File: src/rtl/iommu_hpm_evt_sched_pkg.sv
// ---------------------------------------------------------------------------
// rv_iommu : shared IOMMU definitions used by the HPM event scheduler.
//   hpm_evt_t       - event record carried from a requester to the HPM
//   hpm_evt_id_e    - HPM event identifiers the scheduler forwards
//   HPM_DROP_CNT_W  - width of the per-requester drop counters
//   hpm_evt_decode  - eventid -> one-hot pulse vector
//                     bit0 tr_request, bit1 iotlb_miss, bit2 ddt_walk,
//                     bit3 pdt_walk, bit4 s1_ptw, bit5 s2_ptw
//                     (all zero for an id the HPM does not count)
// ---------------------------------------------------------------------------
package rv_iommu;

   localparam int HPM_DROP_CNT_W = 16;

   typedef enum logic [4:0] {
      HPM_EVT_UT_REQ     = 5'd1,
      HPM_EVT_IOTLB_MISS = 5'd4,
      HPM_EVT_DDTW       = 5'd5,
      HPM_EVT_PDTW       = 5'd6,
      HPM_EVT_S1_PTW     = 5'd7,
      HPM_EVT_S2_PTW     = 5'd8
   } hpm_evt_id_e;

   // eventid is plain logic: requesters may present ids outside the enum.
   typedef struct packed {
      logic [4:0]  eventid;
      logic [23:0] did;
      logic [19:0] pid;
      logic [19:0] pscid;
      logic [15:0] gscid;
      logic        pid_v;
   } hpm_evt_t;

   function automatic logic [5:0] hpm_evt_decode(input logic [4:0] id);
      logic [5:0] dec;
      dec = '0;
      case (id)
         HPM_EVT_UT_REQ:     dec = 6'b000001;
         HPM_EVT_IOTLB_MISS: dec = 6'b000010;
         HPM_EVT_DDTW:       dec = 6'b000100;
         HPM_EVT_PDTW:       dec = 6'b001000;
         HPM_EVT_S1_PTW:     dec = 6'b010000;
         HPM_EVT_S2_PTW:     dec = 6'b100000;
         default:            dec = 6'b000000;
      endcase
      return dec;
   endfunction

endpackage

File: src/rtl/iommu_hpm_evt_sched_if.sv
// ---------------------------------------------------------------------------
// iommu_hpm_evt_sched_if : requester-side event bus of the HPM scheduler.
//   evt_valid_i[N_REQ]  one-cycle event pulse per requester (no back-pressure)
//   evt_i[N_REQ]        event record per requester
//   master : requesters (drive), slave : scheduler (sample)
// ---------------------------------------------------------------------------
interface iommu_hpm_evt_sched_if
   import rv_iommu::*;
#(
   parameter int N_REQ = 2
);
   logic     [N_REQ-1:0] evt_valid_i;
   hpm_evt_t [N_REQ-1:0] evt_i;

   modport master (output evt_valid_i, output evt_i);
   modport slave  (input  evt_valid_i, input  evt_i);
endinterface

File: src/rtl/iommu_hpm_evt_fifo.sv
// ---------------------------------------------------------------------------
// iommu_hpm_evt_fifo : one requester's event queue.
//   clk_i, rst_i  clock, asynchronous active-high reset (pointers only)
//   flush_i       empties the queue at the next edge, any push is ignored
//   push_i/pop_i  write accepted if not full, or if popped in the same cycle
//   full_o/empty_o occupancy flags, head_o oldest entry (valid when !empty_o)
// Pointers carry one wrap bit above the index so full and empty differ.
// ---------------------------------------------------------------------------
module iommu_hpm_evt_fifo #(
   parameter int  DEPTH = 4,
   parameter type T     = logic
) (
   input  logic clk_i,
   input  logic rst_i,
   input  logic flush_i,
   input  logic push_i,
   input  logic pop_i,
   input  T     data_i,
   output logic full_o,
   output logic empty_o,
   output T     head_o
);
   localparam int AW = $clog2(DEPTH);

   logic [AW:0] r_wptr;
   logic [AW:0] r_rptr;
   T            r_mem [DEPTH];
   logic        w_wr;

   assign w_wr    = push_i && (!full_o || pop_i) && !flush_i;
   assign empty_o = (r_wptr == r_rptr);
   assign full_o  = (r_wptr[AW] != r_rptr[AW]) && (r_wptr[AW-1:0] == r_rptr[AW-1:0]);
   assign head_o  = r_mem[r_rptr[AW-1:0]];

   // NOTE: state uses non-blocking assignments so every flop samples pre-edge values.
   always_ff @(posedge clk_i or posedge rst_i) begin
      if (rst_i) begin
         r_wptr <= '0;
         r_rptr <= '0;
      end else if (flush_i) begin
         r_wptr <= '0;
         r_rptr <= '0;
      end else begin
         if (w_wr)              r_wptr <= r_wptr + 1'b1;
         if (pop_i && !empty_o) r_rptr <= r_rptr + 1'b1;
      end
   end

   // NOTE: entry storage has no reset; the pointers alone decide what is valid.
   always_ff @(posedge clk_i) begin
      if (w_wr) r_mem[r_wptr[AW-1:0]] <= data_i;
   end
endmodule

File: src/rtl/iommu_hpm_evt_sched.sv
// ---------------------------------------------------------------------------
// iommu_hpm_evt_sched : queues HPM event pulses per requester and drains them
// round-robin, one per cycle, onto the single HPM event/ID port.
//   clk_i, rst_i         clock, asynchronous active-high reset
//   evt_if (slave)       per-requester evt_valid_i / evt_i
//   flush_i              discard every queued event and the presented one
//   ovf_clr_i[N_REQ]     clear overflow flag (and drop counter)
//   *_o pulses / IDs     registered one-cycle event presented to the HPM
//   ovf_o[N_REQ]         sticky drop flag per requester
//   drop_cnt_o[N_REQ]    saturating drop count (IOMMU_HPM_DROP_CNT_EN only,
//                        otherwise tied to zero)
//   busy_o               any queue occupied or an event presented
// ---------------------------------------------------------------------------
module iommu_hpm_evt_sched
   import rv_iommu::*;
#(
   parameter int N_REQ      = 2,
   parameter int FIFO_DEPTH = 4
) (
   input  logic                                 clk_i,
   input  logic                                 rst_i,
   iommu_hpm_evt_sched_if.slave                 evt_if,
   input  logic                                 flush_i,
   input  logic [N_REQ-1:0]                     ovf_clr_i,
   output logic                                 tr_request_o,
   output logic                                 iotlb_miss_o,
   output logic                                 ddt_walk_o,
   output logic                                 pdt_walk_o,
   output logic                                 s1_ptw_o,
   output logic                                 s2_ptw_o,
   output logic [23:0]                          did_o,
   output logic [19:0]                          pid_o,
   output logic [19:0]                          pscid_o,
   output logic [15:0]                          gscid_o,
   output logic                                 pid_v_o,
   output logic [N_REQ-1:0]                     ovf_o,
   output logic [N_REQ-1:0][HPM_DROP_CNT_W-1:0] drop_cnt_o,
   output logic                                 busy_o
);
   localparam int IDX_W = (N_REQ > 1) ? $clog2(N_REQ) : 1;

   logic [N_REQ-1:0] w_push, w_pop, w_full, w_empty, w_drop;
   hpm_evt_t         w_head [N_REQ];
   hpm_evt_t         w_sel;
   logic             w_gnt_vld, w_take;
   logic [IDX_W-1:0] w_gnt_idx, w_cand;

   logic [IDX_W-1:0] r_last;
   logic             r_out_vld;
   logic [5:0]       r_pulse;
   logic [23:0]      r_did;
   logic [19:0]      r_pid, r_pscid;
   logic [15:0]      r_gscid;
   logic             r_pid_v;
   logic [N_REQ-1:0] r_ovf;

   for (genvar g = 0; g < N_REQ; g++) begin : g_req
      // Unknown event ids never enter a queue, so they can never be drops.
      assign w_push[g] = evt_if.evt_valid_i[g] && !flush_i &&
                         (hpm_evt_decode(evt_if.evt_i[g].eventid) != 6'b0);
      assign w_pop[g]  = w_take && (w_gnt_idx == IDX_W'(g));
      assign w_drop[g] = w_push[g] && w_full[g] && !w_pop[g];

      iommu_hpm_evt_fifo #(
         .DEPTH (FIFO_DEPTH),
         .T     (hpm_evt_t)
      ) u_fifo (
         .clk_i   (clk_i),
         .rst_i   (rst_i),
         .flush_i (flush_i),
         .push_i  (w_push[g]),
         .pop_i   (w_pop[g]),
         .data_i  (evt_if.evt_i[g]),
         .full_o  (w_full[g]),
         .empty_o (w_empty[g]),
         .head_o  (w_head[g])
      );
   end

   // Round-robin search starting one past the last granted requester.
   always_comb begin
      // NOTE: every variable gets a default first so no path infers a latch.
      w_gnt_vld = 1'b0;
      w_gnt_idx = r_last;
      w_cand    = '0;
      for (int i = 1; i <= N_REQ; i++) begin
         w_cand = IDX_W'((int'(r_last) + i) % N_REQ);
         if (!w_gnt_vld && !w_empty[w_cand]) begin
            w_gnt_vld = 1'b1;
            w_gnt_idx = w_cand;
         end
      end
   end

   assign w_take = w_gnt_vld && !flush_i;
   assign w_sel  = w_take ? w_head[w_gnt_idx] : '0;

   always_ff @(posedge clk_i or posedge rst_i) begin
      if (rst_i) begin
         r_last    <= IDX_W'(N_REQ - 1);
         r_out_vld <= 1'b0;
         r_pulse   <= '0;
         r_did     <= '0;
         r_pid     <= '0;
         r_pscid   <= '0;
         r_gscid   <= '0;
         r_pid_v   <= 1'b0;
      end else begin
         // w_sel is all-zero when nothing is taken, which clears the port.
         r_out_vld <= w_take;
         r_pulse   <= w_take ? hpm_evt_decode(w_sel.eventid) : 6'b0;
         r_did     <= w_sel.did;
         r_pid     <= w_sel.pid;
         r_pscid   <= w_sel.pscid;
         r_gscid   <= w_sel.gscid;
         r_pid_v   <= w_sel.pid_v;
         if (w_take) r_last <= w_gnt_idx;
      end
   end

   // A drop in the same cycle as a clear leaves the flag set.
   always_ff @(posedge clk_i or posedge rst_i) begin
      if (rst_i) begin
         r_ovf <= '0;
      end else begin
         for (int r = 0; r < N_REQ; r++) begin
            if (w_drop[r])         r_ovf[r] <= 1'b1;
            else if (ovf_clr_i[r]) r_ovf[r] <= 1'b0;
         end
      end
   end

`ifdef IOMMU_HPM_DROP_CNT_EN
   logic [N_REQ-1:0][HPM_DROP_CNT_W-1:0] r_cnt;

   always_ff @(posedge clk_i or posedge rst_i) begin
      if (rst_i) begin
         r_cnt <= '0;
      end else begin
         for (int r = 0; r < N_REQ; r++) begin
            if (w_drop[r]) begin
               if (ovf_clr_i[r])   r_cnt[r] <= HPM_DROP_CNT_W'(1);
               else if (!(&r_cnt[r])) r_cnt[r] <= r_cnt[r] + 1'b1;
            end else if (ovf_clr_i[r]) begin
               r_cnt[r] <= '0;
            end
         end
      end
   end

   assign drop_cnt_o = r_cnt;
`else
   assign drop_cnt_o = '0;
`endif

   assign tr_request_o = r_pulse[0];
   assign iotlb_miss_o = r_pulse[1];
   assign ddt_walk_o   = r_pulse[2];
   assign pdt_walk_o   = r_pulse[3];
   assign s1_ptw_o     = r_pulse[4];
   assign s2_ptw_o     = r_pulse[5];
   assign did_o        = r_did;
   assign pid_o        = r_pid;
   assign pscid_o      = r_pscid;
   assign gscid_o      = r_gscid;
   assign pid_v_o      = r_pid_v;
   assign ovf_o        = r_ovf;
   assign busy_o       = !(&w_empty) || r_out_vld;
endmodule

File: src/flat_wrapper.sv
// flat-port wrapper written by rule: the top's interface ports become plain ports
module iommu_hpm_evt_sched_flat import rv_iommu::*;
#(
   parameter int N_REQ      = 2,
   parameter int FIFO_DEPTH = 4
)
  (clk_i, rst_i, flush_i, ovf_clr_i, tr_request_o, iotlb_miss_o, ddt_walk_o, pdt_walk_o, s1_ptw_o, s2_ptw_o, did_o, pid_o, pscid_o, gscid_o, pid_v_o, ovf_o, drop_cnt_o, busy_o, evt_if_evt_valid_i, evt_if_evt_i);
  iommu_hpm_evt_sched_if #(.N_REQ(N_REQ)) evt_if_i ();
  input  logic clk_i;
  input  logic rst_i;
  input  logic flush_i;
  input  logic [N_REQ-1:0] ovf_clr_i;
  output logic tr_request_o;
  output logic iotlb_miss_o;
  output logic ddt_walk_o;
  output logic pdt_walk_o;
  output logic s1_ptw_o;
  output logic s2_ptw_o;
  output logic [23:0] did_o;
  output logic [19:0] pid_o;
  output logic [19:0] pscid_o;
  output logic [15:0] gscid_o;
  output logic pid_v_o;
  output logic [N_REQ-1:0] ovf_o;
  output logic [N_REQ-1:0][HPM_DROP_CNT_W-1:0] drop_cnt_o;
  output logic busy_o;
  input wire logic [$bits(evt_if_i.evt_valid_i)-1:0] evt_if_evt_valid_i;
  input wire logic [$bits(evt_if_i.evt_i)-1:0] evt_if_evt_i;
  assign evt_if_i.evt_valid_i = evt_if_evt_valid_i;
  assign evt_if_i.evt_i = evt_if_evt_i;
  iommu_hpm_evt_sched #(.N_REQ(N_REQ), .FIFO_DEPTH(FIFO_DEPTH)) u_core (.clk_i(clk_i), .rst_i(rst_i), .evt_if(evt_if_i), .flush_i(flush_i), .ovf_clr_i(ovf_clr_i), .tr_request_o(tr_request_o), .iotlb_miss_o(iotlb_miss_o), .ddt_walk_o(ddt_walk_o), .pdt_walk_o(pdt_walk_o), .s1_ptw_o(s1_ptw_o), .s2_ptw_o(s2_ptw_o), .did_o(did_o), .pid_o(pid_o), .pscid_o(pscid_o), .gscid_o(gscid_o), .pid_v_o(pid_v_o), .ovf_o(ovf_o), .drop_cnt_o(drop_cnt_o), .busy_o(busy_o));
endmodule
File: config.mk
export PLATFORM = sky130hd
export DESIGN_NAME = iommu_hpm_evt_sched_flat
export DESIGN_NICKNAME = d
export VERILOG_FILES = /design/src/rtl/iommu_hpm_evt_sched_pkg.sv /design/src/rtl/iommu_hpm_evt_sched_if.sv /design/src/rtl/iommu_hpm_evt_fifo.sv /design/src/rtl/iommu_hpm_evt_sched.sv /design/src/flat_wrapper.sv
export SDC_FILE = /design/constraint.sdc
export NUM_CORES = 1
export LEC_CHECK = 0
export ABC_AREA = 1
export ABC_CLOCK_PERIOD_IN_PS = 9860
export CORE_MARGIN = 1.5
export CORE_UTILIZATION = 55
export DETAILED_ROUTE_END_ITERATION = 16
export PLACE_DENSITY = 0.8
export SYNTH_ARGS = -nofsm -noshare
export SYNTH_HDL_FRONTEND = slang
export SYNTH_SLANG_ARGS = --single-unit
File: constraint.sdc
create_clock -name clk_i -period 9.86 [get_ports clk_i]
set_input_delay 2.958 -clock clk_i [delete_from_list [all_inputs] [get_ports clk_i]]
set_output_delay 2.958 -clock clk_i [all_outputs]
set_load 0.005 [all_outputs]
==> metrics.md, run 1 <==
| Metric | Value |
|---|---|
| Status | `finished, final reports clean` |
| IO Port Bufs | `268` |
| Worst-path maximum fanout | `82` |
| Synth cell count leaders | `688 x edfxtp_1, 582 x nand2_1, 165 x a21oi_1` |
| I/O pin total | `301` |
| Layout cells sized above 1 | `9.33%` |
| Ys async rst share | `13.0%` |
| CP peak stage delay | `0.84 ns` |
| Comb pwr share | `25.1%` |
| Avg WL per Cell | `23.8 um` |
| Die X | `238 um` |
| Post-route setup TNS | `0 ns` |
| Post-Syn Instances | `2096` |
| Type of the worst min-delay path | `reg -> reg` |
| Clock share of power | `31.0%` |
| Antenna violations before repair | `24` |
| Share of the synthesized area in the top cell type | `67.9%` |
| Via count | `18.7k` |
| 1st-pass router iterations | `5` |
| Clk sink count | `791` |
| Worst-path clk slew | `0.06 ns` |
| Root buf cell | `clkbuf_16` |
| Vias/cell | `6.00` |
| Mapped Area | `30400 um2` |
| DR WL met2 | `37100 um` |
| Synth top area cells | `edfxtp_1 68%, dfrtp_1 8.4%, nand2_1 7.2%` |
| #FFs+latches synth | `791` |
| Max-cap violations | `0` |
| Postcts setup bufs | `0` |
| Gr usage total | `26.2%` |
| CTS tree | `built` |
| Remaining DRCs | `0` |
| Post-synth EDFFs | `688` |
| CP most frequent cell | `nand2_1` |
| Hpwl dp | `44200 um` |
| CP Capture Type | `output pin` |
| Met3 WL post-DR | `6490 um` |
| First DRT Iteration DRCs | `1998` |
| Starting Density | `55.5%` |
| Post-Syn Area per Cell | `14.5 um2` |
| Static Leak | `12.9 nW` |
| Largest area contributor in the netlist | `edfxtp_1` |
| Placed Instances | `2961` |
| Worst EP arrival | `3.40 ns` |
| Sequential power share | `43.8%` |
| Startpoint class of the critical path | `flop` |
| Critical path cell sequence | `inv_6 > nand2_1 > nand2_1 > nand3_2 > inv_1 > nand2_1 > or2_2 > clkdlybuf4s50_1` |
| Worst-Margin Slew | `1.18 ns` |
| Largest net degree at the start of global routing | `110` |
| P&R area growth vs syn | `18.4%` |
| Layout Cells excl Fill | `3122` |
| Switching Fraction | `29.9%` |
| Core area | `54900 um2` |
| Internal Power | `6.48 mW` |
| DR top layer | `met5` |
| PwrDens | `256 nW/um2` |
| Final period util | `64.5%` |
| Grt total ovfl | `0` |
| Seq/Total Area, Yosys | `76.3%` |
| Clock tree buffer depth | `3` |
| CTS buffer count | `77` |
| Final hold vios | `0` |
| Final instance area | `36100 um2` |
| Metal1 wirelength | `28500 um` |
| Number of global-route vias before repair | `18.7k` |
| P_sw | `2.76 mW` |
| Max Transition Viols Final | `0` |
| Critical path type | `reg -> out` |
| Peak VDD IR | `180 uV` |
| Top_reg_cell synth | `edfxtp_1` |
| First-pass GRT wire length | `111000 um` |
| Routed wire length | `74300 um` |
| Top-count cell post-synth | `edfxtp_1` |
| H-tree depth | `3` |
| RSZ-0062 raised after global routing | `false` |
| Relative slew slack | `21.1%` |
| Synth unique cells | `33` |
| Worst-Skew Late Latency | `0.63 ns` |
| Site Rows | `86` |
| Largest delay share family, worst path | `buffers and inverters` |
| Yosys warnings | `0` |
| Max stage delay cell, worst path | `dfrtp_4` |
| Max Clock Freq | `157 MHz` |
| Final min period | `6.36 ns` |
| Hold buffers post-CTS | `0` |
| Clk_skew | `0.0206 ns` |
| Area post-placement | `33500 um2` |
| Nets | `2525` |
| Routability cong. | `0.783` |
| Critical path buffers and inverters | `3` |
| Final setup viols | `0` |
| Die height | `238 um` |
| CP required | `6.90 ns` |
| Die area | `56800 um2` |
| Routed Antenna Nets | `0` |
| Post-CTS Resized | `0` |
## stage by stage
stage | util (%) | setup slack (ns) | hold slack (ns) | power, mW
2_1_floorplan | - | 2.04 | 0.510 | 5.48
6_report | 65.7 | 3.50 | 0.563 | 9.23
4_1_cts | 65.6 | 3.48 | 0.560 | 9.25
3_3_place_gp | 61.1 | 3.21 | 0.536 | 6.32
3_5_place_dp | 61.1 | 3.08 | 0.551 | 6.39
5_1_grt | 65.7 | 3.26 | 0.589 | 9.59
## power by group through the flow
stage | logic [mW] | clock network (mW) | registers [mW]
floorplan | 1.49 | 0 | 3.99
global placement | 2.20 | 0 | 4.12
detailed placement | 2.28 | 0 | 4.11
CTS | 2.31 | 2.89 | 4.05
global route | 2.49 | 3.04 | 4.06
finish | 2.32 | 2.87 | 4.05
## sequential cells by signal (all words and copies together), names as in the netlist
| register | cells |
|---|---|
| u_core.ovf_o | 2 |
| u_core.r_last | 1 |
| u_core.gscid_o | 16 |
| u_core.pscid_o | 20 |
| u_core.g_req.u_fifo.r_wptr | 6 |
| u_core.pid_o | 20 |
| u_core.g_req.u_fifo.r_mem | 688 |
| u_core.did_o | 24 |
| u_core.g_req.u_fifo.r_rptr | 6 |
| u_core.r_pulse | 6 |
| u_core.r_out_vld | 1 |
| u_core.pid_v_o | 1 |
## path summary, 6_finish.rpt
path | start | slack [ns] | endpoint | cells after the start
hold / removal | u_core.ovf_o[0]$_DFFE_PP0P_ | 0.56 | u_core.ovf_o[0]$_DFFE_PP0P_ | 2
setup reg to reg | u_core.g_req[0].u_fifo.r_rptr[0]$_DFFE_PP0P_ | 4.88 | u_core.g_req[1].u_fifo.r_mem[0][41]$_DFFE_PP_ | 12
setup / recovery | u_core.g_req[0].u_fifo.r_rptr[0]$_DFFE_PP0P_ | 3.50 | busy_o | 8
min in group asynchronous | rst_i | 2.75 | u_core.gscid_o[15]$_DFF_PP0_ | 2
hold reg to reg | u_core.ovf_o[0]$_DFFE_PP0P_ | 0.56 | u_core.ovf_o[0]$_DFFE_PP0P_ | 2
max in group asynchronous | rst_i | 5.56 | u_core.g_req[0].u_fifo.r_rptr[0]$_DFFE_PP0P_ | 3
## final cells by class
cell class                      count  area, um2
Timing Repair Buffer              293       2870
Sequential cell                   791      23200
Clock inverter                     27        229
Clock buffer                      117       2240
Multi-Input combinational cell   1135       6380
Antenna cell                       17       42.5
Tap cell                          704        881
Fill cell                        3570      18800
Inverter                           38        165
## cell usage in the layout, fill, tap and decap left out, drive strengths merged
cell type	n
edfxtp	688
nand2	588
clkdlybuf4s50	268
a21oi	166
a32o	162
clkbuf	117
dfrtp	102
o22ai	83
nand3	42
inv	41
conb	32
nor2	31
buf	25
clkinv	20
diode	17
ha	10
o21ai	9
nand4	4
xor2	3
bufinv	3
a22oi	1
o211ai	1
xnor2	1
nor4	1
or2	1
clkinvlp	1
dfstp	1
## cells by family after synthesis
kind of cell               share of synthesized area [%]
AOI/OAI and AO/OA                                   11.2
other                                             0.0123
xor gates and xnor gates                           0.115
adders and majority gates                          0.411
DFF                                                 76.3
and+or+nand+nor                                     8.64
buffers and inverters                               3.30
## worst reg2reg max path, stage by stage (launching register included)
cell and delay, ns:
dfrtp_4 1.09, inv_6 0.43, nand2_1 0.24, nand2_1 0.11
nand3_2 0.12, nor2_2 0.07, nor2_8 0.17, nand2_4 0.29
nand2_1 0.27, nand2_2 0.20, nor2_4 0.32, buf_4 0.63
buf_4 0.64
## layer usage
metal  up-vias  global-route usage [%]
li1       8251                       -
met1      9420                    33.9
met2       916                    42.6
met3       145                    6.57
met4        10                    10.8
met5         -                       0
Note: power is estimated with default switching activity, not from simulation.
==> run 2: changes to the inputs <==
--- a/config.mk
+++ b/config.mk
@@ -6,11 +6,11 @@
 export NUM_CORES = 1
 export LEC_CHECK = 0
 export ABC_AREA = 1
-export ABC_CLOCK_PERIOD_IN_PS = 9860
+export ABC_CLOCK_PERIOD_IN_PS = 5150
 export CORE_MARGIN = 1.5
-export CORE_UTILIZATION = 55
+export CORE_UTILIZATION = 51
 export DETAILED_ROUTE_END_ITERATION = 16
-export PLACE_DENSITY = 0.8
+export PLACE_DENSITY = 0.78
 export SYNTH_ARGS = -nofsm -noshare
 export SYNTH_HDL_FRONTEND = slang
 export SYNTH_SLANG_ARGS = --single-unit
==> constraint.sdc (replaced) <==
create_clock -name clk_i -period 5.15 [get_ports clk_i]
set_input_delay 1.545 -clock clk_i [delete_from_list [all_inputs] [get_ports clk_i]]
set_output_delay 1.545 -clock clk_i [all_outputs]
set_load 0.005 [all_outputs]
==> run 2 against run 1 <==
  * Via count shrank 0.67%
  * Routed wire length shrank 3.0%
  * Critical endpoint unchanged
  * Worst setup slack lost 2.9 ns
==> metrics.md, run 2 (synthesis gave the netlist of run 1 again) <==
| Metric | Value |
|---|---|
| Status | `finished, final reports clean` |
| Type of the worst min-delay path | `reg -> reg` |
| Routed wire length | `72100 um` |
| Relative slew slack | `21.7%` |
| Routed Antenna Nets | `0` |
| Critical path cell sequence | `buf_4 > nand2_1 > nand2_1 > nand3_2 > inv_1 > nand2_1 > or2_2 > clkdlybuf4s50_1` |
| Largest net degree at the start of global routing | `97` |
| Final setup viols | `0` |
| Max stage delay cell, worst path | `buf_4` |
| Die height | `247 um` |
| Peak VDD IR | `368 uV` |
| 1st-pass router iterations | `6` |
| CP required | `3.61 ns` |
| Max Transition Viols Final | `0` |
| Die X | `247 um` |
| Multi-input logic area | `6380 um2` |
| Max reg flops | `688` |
| Max Clock Freq | `220 MHz` |
| Fill count | `4069` |
| Routability cong. | `0.842` |
| Final period util | `88.4%` |
| Starting Density | `51.6%` |
| Antenna violations before repair | `18` |
| CP Capture Type | `output pin` |
| CTS tree | `built` |
| Nets | `2529` |
| Worst-path clk slew | `0.06 ns` |
| Highest-count cells in the layout ignoring fill and taps | `688 x edfxtp_1, 582 x nand2_1, 268 x clkdlybuf4s50_1, 165 x a21oi_1, 162 x a32o_1` |
| Die area | `61200 um2` |
| Max-cap violations | `0` |
| DP Worst Slack | `0.736 ns` |
| Layout Cells excl Fill | `3195` |
| Avg WL per Cell | `22.6 um` |
| Postcts setup bufs | `0` |
| P&R area growth vs syn | `19.5%` |
| Hpwl dp | `42800 um` |
| Hold buffers post-CTS | `0` |
| I/O pin total | `301` |
| Critical path buffers and inverters | `3` |
| Worst-Margin Slew | `1.17 ns` |
| RSZ-0062 raised after global routing | `false` |
| Via count | `18.6k` |
| CTS buffer count | `78` |
| Core Util, Final | `61.7%` |
| Most common cell after layout, fill and taps aside | `edfxtp_1` |
| Worst-path maximum fanout | `81` |
| Fin worst setup slack | `0.597 ns` |
| Sequential power share | `43.1%` |
| Final min period | `4.55 ns` |
| Switching Fraction | `29.4%` |
| Placed Instances | `3033` |
| Startpoint class of the critical path | `flop` |
| Root buf cell | `clkbuf_16` |
| Critical path type | `reg -> out` |
| Cells on Worst Hold Path | `2` |
| Clk sink count | `791` |
| Site Rows | `89` |
| Clk_skew | `0.0246 ns` |
| P_sw | `5.23 mW` |
| CP peak stage delay | `0.69 ns` |
| Reg2reg path depth | `11` |
| Vias/cell | `5.83` |
| H-tree depth | `3` |
| Gr usage total | `23.4%` |
| Worst EP arrival | `3.01 ns` |
| PwrDens | `489 nW/um2` |
| Remaining DRCs | `0` |
| Clock share of power | `31.7%` |
| Post-CTS Resized | `0` |
| Grt total ovfl | `0` |
| Static Leak | `13.0 nW` |
| Layout cells sized above 1 | `9.93%` |
| IO Port Bufs | `268` |
| Final hold vios | `0` |
| Tot Pwr | `17.8 mW` |
| Number of global-route vias before repair | `18.3k` |
| CP Depth | `8` |
| First DRT Iteration DRCs | `1972` |
| Largest delay share family, worst path | `buffers and inverters` |
| Core area | `59000 um2` |
| Register area | `23200 um2` |
| CP most frequent cell | `nand2_1` |
| First-pass GRT wire length | `107000 um` |
| Internal Power | `12.6 mW` |
| Worst-Skew Late Latency | `0.62 ns` |
| Clock tree buffer depth | `3` |
| Final Hold Slack | `0.561 ns` |
| Comb pwr share | `25.2%` |
run 2: final timing paths:
| path | start | end | slack, ns |
|---|---|---|---|
| min reg2reg | u_core.ovf_o[0]$_DFFE_PP0P_ | u_core.ovf_o[0]$_DFFE_PP0P_ | 0.56 |
| min in group asynchronous | rst_i | u_core.gscid_o[2]$_DFF_PP0_ | 1.43 |
| max reg2reg | u_core.g_req[1].u_fifo.r_rptr[0]$_DFFE_PP0P_ | u_core.g_req[1].u_fifo.r_rptr[0]$_DFFE_PP0P_ | 1.46 |
| min | u_core.ovf_o[0]$_DFFE_PP0P_ | u_core.ovf_o[0]$_DFFE_PP0P_ | 0.56 |
| max in group asynchronous | rst_i | u_core.pid_o[16]$_DFF_PP0_ | 2.89 |
| max | u_core.g_req[1].u_fifo.r_rptr[0]$_DFFE_PP0P_ | busy_o | 0.60 |
run 2: through the flow:
stage	setup TNS, ns	cell area [um2]
floorplan	-432.69	30600
global placement	0	33800
detailed placement	0	33800
CTS	0	36400
global route	0	36400
finish	0	36400
run 2: power groups by stage:
stage / combinational [mW] / clock [mW] / sequential, mW
6_report: 4.48 / 5.65 / 7.68
5_1_grt: 4.82 / 5.98 / 7.70
4_1_cts: 4.48 / 5.71 / 7.68
3_5_place_dp: 4.45 / 0 / 7.80
3_3_place_gp: 4.28 / 0 / 7.81
2_1_floorplan: 2.86 / 0 / 7.64
run 2: layout make-up:
cell class              count  share of cell area, %
flip-flops and latches    791                   63.9
multi-input cells        1135                   17.5
repair buffers            296                   8.26
clock buffers             106                   6.08
well taps                 773                   2.66
clock inverters            40                   1.03
inverters                  38                  0.454
diodes                     16                  0.110
run 2: tightest hold or removal path: cells and delay by family, from the launching register on:
family,cells,cell delay [ns]
AO/OA/AOI/OAI,1,0.08
flip-flops,1,0.37
buffers and inverters,1,0.07
run 2: metal layers:
| layer | up-vias | track usage, % | wire (um) |
|---|---|---|---|
| met4 | 10 | 10.0 | 2150 |
| met3 | 128 | 6.02 | 6700 |
| met5 | - | 0 | 73 |
| li1 | 8265 | - | - |
| met1 | 9345 | 30.3 | 27600 |
| met2 | 869 | 37.5 | 35600 |
